File: src/rtl/shader_upload_ctrl.sv
// ---------------------------------------------------------------------------
// shader_upload_ctrl
//
// SPI upload controller and frame-boundary scheduler for the tiny shader core.
// SPI bytes are deserialised in the clk_i domain. Program bytes from a WRITE
// transaction go into a small FIFO, each tagged with its program address.
// The FIFO drains into the shader's shadow program memory, and a single
// commit pulse is issued at a frame start so a new program never goes live
// half-written.
//
// Optional feature: define TINY_SHADER_READBACK_EN to enable command 0x02
// (status readback over MISO). Without it, 0x02 is an unknown command and
// spi_miso_o is tied low.
//
// Ports:
//   clk_i, rst_i       system clock, asynchronous active-high reset
//   spi_sclk_i         SPI clock (mode 0), asynchronous, at most clk_i/4
//   spi_mosi_i         SPI data in, MSB first, sampled on SCLK rise
//   spi_cs_i           SPI chip select, active low
//   spi_miso_o         SPI data out, updated on SCLK fall
//   next_frame_i       one-cycle pulse at frame start
//   mem_addr_o         shadow memory write address (FIFO head)
//   mem_data_o         shadow memory write data (FIFO head)
//   mem_we_o           write request, held until accepted (FIFO non-empty)
//   mem_ready_i        write accepted when high together with mem_we_o
//   commit_o           one-cycle pulse: shadow memory becomes live
//   overflow_o         sticky: a byte was dropped because the FIFO was full
// ---------------------------------------------------------------------------
module shader_upload_ctrl #(
    parameter int NUM_INSTR  = 8,
    parameter int FIFO_DEPTH = 4
) (
    input  logic                         clk_i,
    input  logic                         rst_i,
    input  logic                         spi_sclk_i,
    input  logic                         spi_mosi_i,
    input  logic                         spi_cs_i,
    output logic                         spi_miso_o,
    input  logic                         next_frame_i,
    output logic [$clog2(NUM_INSTR)-1:0] mem_addr_o,
    output logic [7:0]                   mem_data_o,
    output logic                         mem_we_o,
    input  logic                         mem_ready_i,
    output logic                         commit_o,
    output logic                         overflow_o
);

    localparam int AW = $clog2(NUM_INSTR);
    localparam int FW = $clog2(FIFO_DEPTH);

    typedef enum logic [2:0] {
        ST_IDLE,
        ST_CMD,
        ST_WRITE,
        ST_STATUS,
        ST_SKIP
    } state_t;

    // ---------------- synchronisers ----------------
    // sclk_sync_reg[2] is the extra stage used only for edge detection.
    logic [2:0] sclk_sync_reg;
    logic [1:0] mosi_sync_reg;
    logic [1:0] cs_sync_reg;

    always_ff @(posedge clk_i or posedge rst_i) begin
        if (rst_i) begin
            sclk_sync_reg <= '0;
            mosi_sync_reg <= '0;
            cs_sync_reg   <= 2'b11;
        end else begin
            sclk_sync_reg <= {sclk_sync_reg[1:0], spi_sclk_i};
            mosi_sync_reg <= {mosi_sync_reg[0], spi_mosi_i};
            cs_sync_reg   <= {cs_sync_reg[0], spi_cs_i};
        end
    end

    logic sclk_rise;
    logic cs_high;
    assign sclk_rise = sclk_sync_reg[1] & ~sclk_sync_reg[2];
    assign cs_high   = cs_sync_reg[1];

    // ---------------- byte deserialiser ----------------
    logic [2:0] bit_cnt_reg;
    logic [7:0] rx_shift_reg;
    logic       byte_valid_reg;   // rx_shift_reg holds a complete byte this cycle

    always_ff @(posedge clk_i or posedge rst_i) begin
        if (rst_i) begin
            bit_cnt_reg    <= '0;
            rx_shift_reg   <= '0;
            byte_valid_reg <= 1'b0;
        end else begin
            byte_valid_reg <= 1'b0;
            if (cs_high) begin
                bit_cnt_reg <= '0;    // discards any partial byte
            end else if (sclk_rise) begin
                rx_shift_reg <= {rx_shift_reg[6:0], mosi_sync_reg[1]};
                bit_cnt_reg  <= bit_cnt_reg + 3'd1;
                if (bit_cnt_reg == 3'd7) begin
                    byte_valid_reg <= 1'b1;
                end
            end
        end
    end

    // ---------------- command FSM ----------------
    state_t state_reg, state_next;
    logic   write_start;
    logic   push_req;

    always_ff @(posedge clk_i or posedge rst_i) begin
        if (rst_i) begin
            state_reg <= ST_IDLE;
        end else begin
            state_reg <= state_next;
        end
    end

    always_comb begin
        state_next  = state_reg;
        write_start = 1'b0;
        push_req    = 1'b0;
        case (state_reg)
            ST_IDLE: begin
                if (!cs_high) state_next = ST_CMD;
            end
            ST_CMD: begin
                if (cs_high) begin
                    state_next = ST_IDLE;
                end else if (byte_valid_reg) begin
                    if (rx_shift_reg == 8'h00) begin
                        state_next  = ST_WRITE;
                        write_start = 1'b1;
`ifdef TINY_SHADER_READBACK_EN
                    end else if (rx_shift_reg == 8'h02) begin
                        state_next = ST_STATUS;
`endif
                    end else begin
                        state_next = ST_SKIP;
                    end
                end
            end
            ST_WRITE: begin
                // A byte completing just as CS rises is still taken.
                push_req = byte_valid_reg;
                if (cs_high) state_next = ST_IDLE;
            end
            ST_STATUS, ST_SKIP: begin
                if (cs_high) state_next = ST_IDLE;
            end
            default: state_next = ST_IDLE;
        endcase
    end

    // ---------------- upload FIFO ----------------
    logic [AW-1:0] fifo_addr_mem [FIFO_DEPTH];
    logic [7:0]    fifo_data_mem [FIFO_DEPTH];
    logic [FW-1:0] wr_ptr_reg, rd_ptr_reg;
    logic [FW:0]   count_reg;
    logic [AW-1:0] prog_addr_reg;
    logic          fifo_empty, fifo_full, push, drop, pop;

    assign fifo_empty = (count_reg == '0);
    assign fifo_full  = (count_reg == (FW+1)'(FIFO_DEPTH));
    assign push       = push_req & ~fifo_full;
    assign drop       = push_req & fifo_full;
    assign pop        = mem_we_o & mem_ready_i;

    always_ff @(posedge clk_i) begin
        if (push) begin
            fifo_addr_mem[wr_ptr_reg] <= prog_addr_reg;
            fifo_data_mem[wr_ptr_reg] <= rx_shift_reg;
        end
    end

    always_ff @(posedge clk_i or posedge rst_i) begin
        if (rst_i) begin
            wr_ptr_reg    <= '0;
            rd_ptr_reg    <= '0;
            count_reg     <= '0;
            prog_addr_reg <= '0;
        end else begin
            if (push) wr_ptr_reg <= wr_ptr_reg + 1'b1;
            if (pop)  rd_ptr_reg <= rd_ptr_reg + 1'b1;
            case ({push, pop})
                2'b10:   count_reg <= count_reg + 1'b1;
                2'b01:   count_reg <= count_reg - 1'b1;
                default: count_reg <= count_reg;
            endcase
            // Program address wraps, so byte NUM_INSTR+k lands on address k.
            if (write_start)  prog_addr_reg <= '0;
            else if (push)    prog_addr_reg <= prog_addr_reg + 1'b1;
        end
    end

    // Head entry is shown only while valid, so the outputs idle at zero.
    assign mem_we_o   = ~fifo_empty;
    assign mem_addr_o = fifo_empty ? '0    : fifo_addr_mem[rd_ptr_reg];
    assign mem_data_o = fifo_empty ? 8'h00 : fifo_data_mem[rd_ptr_reg];

    // ---------------- overflow and commit scheduling ----------------
    logic overflow_reg, wrote_any_reg, commit_pending_reg, commit_reg;
    logic commit_fire;

    // CS must be high: a WRITE in progress may still be filling the FIFO.
    assign commit_fire = next_frame_i & commit_pending_reg & fifo_empty & cs_high;

    always_ff @(posedge clk_i or posedge rst_i) begin
        if (rst_i) begin
            overflow_reg       <= 1'b0;
            wrote_any_reg      <= 1'b0;
            commit_pending_reg <= 1'b0;
            commit_reg         <= 1'b0;
        end else begin
            if (write_start)  overflow_reg <= 1'b0;
            else if (drop)    overflow_reg <= 1'b1;

            if (write_start)  wrote_any_reg <= 1'b0;
            else if (push)    wrote_any_reg <= 1'b1;

            // WRITE with CS high is the single cycle at the end of the transaction.
            if (state_reg == ST_WRITE && cs_high && (wrote_any_reg || push))
                commit_pending_reg <= 1'b1;
            else if (commit_fire)
                commit_pending_reg <= 1'b0;

            commit_reg <= commit_fire;
        end
    end

    assign commit_o   = commit_reg;
    assign overflow_o = overflow_reg;

    // ---------------- status readback ----------------
`ifdef TINY_SHADER_READBACK_EN
    logic       sclk_fall;
    logic [7:0] status_byte;
    logic [7:0] tx_shift_reg;
    logic       miso_reg;

    assign sclk_fall   = ~sclk_sync_reg[1] & sclk_sync_reg[2];
    assign status_byte = {overflow_reg, commit_pending_reg, fifo_empty, fifo_full, 4'b0101};

    // bit_cnt_reg is zero at the fall that ends a byte, so that fall reloads
    // the status and presents its MSB before the next byte's first rise.
    always_ff @(posedge clk_i or posedge rst_i) begin
        if (rst_i) begin
            tx_shift_reg <= '0;
            miso_reg     <= 1'b0;
        end else if (cs_high) begin
            miso_reg <= 1'b0;
        end else if (sclk_fall) begin
            if (bit_cnt_reg == 3'd0) begin
                miso_reg     <= status_byte[7];
                tx_shift_reg <= {status_byte[6:0], 1'b0};
            end else begin
                miso_reg     <= tx_shift_reg[7];
                tx_shift_reg <= {tx_shift_reg[6:0], 1'b0};
            end
        end
    end

    assign spi_miso_o = miso_reg;
`else
    assign spi_miso_o = 1'b0;
`endif

endmodule

File: config.mk
export PLATFORM = sky130hd
export DESIGN_NAME = shader_upload_ctrl
export DESIGN_NICKNAME = d
export VERILOG_FILES = /design/src/rtl/shader_upload_ctrl.sv
export SDC_FILE = /design/constraint.sdc
export NUM_CORES = 1
export LEC_CHECK = 0
export CORE_MARGIN = 2
export CORE_UTILIZATION = 29
export DETAILED_ROUTE_END_ITERATION = 8
export GPL_TIMING_DRIVEN = 0
export SYNTH_ARGS = -nofsm -noshare
export SYNTH_HDL_FRONTEND = slang
export SYNTH_SLANG_ARGS = --single-unit
File: constraint.sdc
create_clock -name clk_i -period 2.1 [get_ports clk_i]
set_clock_uncertainty 0.2 [all_clocks]
set_input_delay 0.63 -clock clk_i [delete_from_list [all_inputs] [get_ports clk_i]]
set_output_delay 0.63 -clock clk_i [all_outputs]
set_load 0.05 [all_outputs]
==> flow_summary.json <==
{
  "criticalPathCategory": "reg -> out",
  "cp.required_ns": 1.27,
  "timing.final.ws_setup_ns": -0.498,
  "via_count": 1692,
  "syn_nets": 213,
  "die_width_um": 110,
  "h-tree-depth": 3,
  "final_cell_area_mm2": 0.00405,
  "min_period_ns": 2.60,
  "seq_area_mm2": 0.00223,
  "ys.flop_type": "edfxtp_1",
  "cts_buffers": 9,
  "multi_input_area_mm2": 0.00102,
  "drive_gt1_share_pct": 38.4,
  "fin_util_pct": 37.2,
  "violations": "setup timing",
  "clkTransAtPathRegs_ns": 0.09,
  "grt_setup_unrepaired": "yes",
  "rows": 38,
  "ys_seq_elements": 80,
  "grt_pass1_vias": 1703,
  "cap_violations": 0,
  "slew_viol_final": 0,
  "whs_ns": 0.158,
  "netlist_instances": 197,
  "numClockSinks": 80,
  "antenna_left": 0,
  "grt_start_max_net_pins": 37,
  "synth_area_leaders": "edfxtp_1 (41%), dfrtp_1 (26%), mux4_2 (7.6%)",
  "n_fill_cell": 1007,
  "wl_per_cell_um": 14.2,
  "grt_antenna_before_repair": 0,
  "seq_area_frac_synth_pct": 68.5,
  "outcome": "finished with violations",
  "cp.arrival_ns": 1.77,
  "yosysMostFrequentCell": "edfxtp_1",
  "core_area_mm2": 0.0109,
  "async_flop_share_pct": 45.0,
  "hold_viol": 0,
  "whs_path_depth": 0,
  "largest_reg_flops": 32,
  "synth_top_area_share_pct": 40.7,
  "endpoint_kind": "output port",
  "synth.avg_cell_area_um2": 16.5,
  "io_buffers": 20,
  "finalPower_w": 0.00540,
  "dp_hpwl_um": 3450,
  "grt_pass1_wl_um": 8800,
  "relSlewSlack_pct": 50.0,
  "diodes": 0,
  "ys_types": 40,
  "io_pins": 22,
  "powerDensity_mw_per_mm2": 1330,
  "num-nets-final": 253,
  "startpoint_type": "flip-flop",
  "placed_cell_area_mm2": 0.00368,
  "p_leak_nw": 1.58,
  "die_area_mm2": 0.0121,
  "globalplace.congestion": 0.752,
  "areaGrowthSynthToFinish_pct": 24.8,
  "rr_worst_depth": 10,
  "holdCritPathClass": "reg -> reg",
  "cts_tree": "done",
  "ys.warnings.count": 0,
  "insertion_delay_ns": 0.36,
  "drt_iter0_drc": 67,
  "syn_area_mm2": 0.00325,
  "yosysTopAreaCell": "edfxtp_1",
  "grt.total_usage_pct": 10.2,
  "drt-pass1-iter-count": 4,
  "cts_root_buffer": "clkbuf_8",
  "start_util_pct": 29.8,
  "synth_edf_count": 44,
  "worst_pin_slew_ns": 0.749,
  "crit_fanout": 9,
  "fin_crit_sh_pct": 124,
  "viasPerCell": 4.43,
  "totalWireLength_um": 5440,
  "drc_errors": 0,
  "cts.path.max_buffers": 2,
  "ir_drop_mv": 0.601,
  "die_h_um": 110,
  "synthTopCellsByCount": "edfxtp_1 (44), dfrtp_1 (34), and2_1 (13)",
  "finalSetupTns_ns": -5.53,
  "fmaxAchievable_ghz": 0.385,
  "finalSetupViolations": 14,
  "overflow": 0
}
[stage by stage]
| step | worst slack, ns | cells |
|---|---|---|
| after floorplan | -0.0102 | 197 |
| after global placement | -0.966 | 357 |
| after detailed placement | -0.975 | 357 |
| after CTS | -0.521 | 381 |
| after global routing | -0.556 | 382 |
| final | -0.498 | 382 |
[repair_timing]
item,CTS,global route
hold endpoints to repair,0,0
buffers inserted,8,1
hold buffers,0,0
cloned,0,0
pin swaps,8,5
endpoints found under the setup margin,16,15
gates resized for setup,106,3
[report_power, final]
part           switching, W  internal [W]  total [W]
clock              0.000608      0.000572    0.00118
combinational       0.00108       0.00110    0.00218
sequential         0.000176       0.00187    0.00204
total               0.00186       0.00354    0.00540
[logic make-up after synthesis]
| family | share of synthesized area [%] |
|---|---|
| flip-flops | 68.5 |
| AND/OR/NAND/NOR | 10.1 |
| multiplexers | 11.1 |
| buffers and inverters | 1.96 |
| AO/OA/AOI/OAI | 2.70 |
| adder cells (fa/ha/maj) | 3.70 |
| XOR/XNOR | 1.89 |
| other | 0.115 |
[placed cells by master (no fill, tap or decap), types with 4 or more instances in the layout]
cell type        count
edfxtp_1            44
dfrtp_1             32
and2_4              12
mux4_2              11
buf_6               10
mux2_2               9
clkbuf_8             9
inv_1                8
buf_4                8
ha_1                 7
a21oi_1              6
clkdlybuf4s50_1      6
nor2_1               5
xnor2_1              4
nand2_1              4
and3_1               4
[layer usage]
| metal | GRT usage [%] | wire, um | part of all wire (%) |
|---|---|---|---|
| met2 | 15.9 | 2580 | 47 |
| met5 | 0 | 0 | 0 |
| met4 | 4.34 | 99 | 1.8 |
| met3 | 3.20 | 192 | 3.5 |
| met1 | 13.1 | 2570 | 47 |
[worst max-delay path: stages, from the launching register on]
cell and delay (ns):
dfrtp_2 0.42, buf_12 0.15, mux4_2 0.51, and2_4 0.18, buf_6 0.14
[cell type report]
| cell class | instances | share of cell area, % |
|---|---|---|
| Clock inverter | 7 | 2.07 |
| Tap cell | 140 | 4.32 |
| Multi-Input combinational cell | 102 | 25.3 |
| Clock buffer | 9 | 3.06 |
| Inverter | 10 | 0.926 |
| Buffer | 5 | 1.57 |
| Timing Repair Buffer | 29 | 7.81 |
| Sequential cell | 80 | 55.0 |
[worst paths after layout]
check                                 start                to  slack, ns
setup / recovery              rd_ptr_reg[0]     mem_data_o[4]      -0.50
hold / removal             sclk_sync_reg[0]  sclk_sync_reg[1]       0.16
setup reg to reg               count_reg[2]      count_reg[2]      -0.17
hold reg to reg            sclk_sync_reg[0]  sclk_sync_reg[1]       0.16
max in group asynchronous             rst_i      count_reg[0]       0.66
min in group asynchronous             rst_i      count_reg[2]       0.53
No activity file was read; power rests on OpenSTA's default activity.
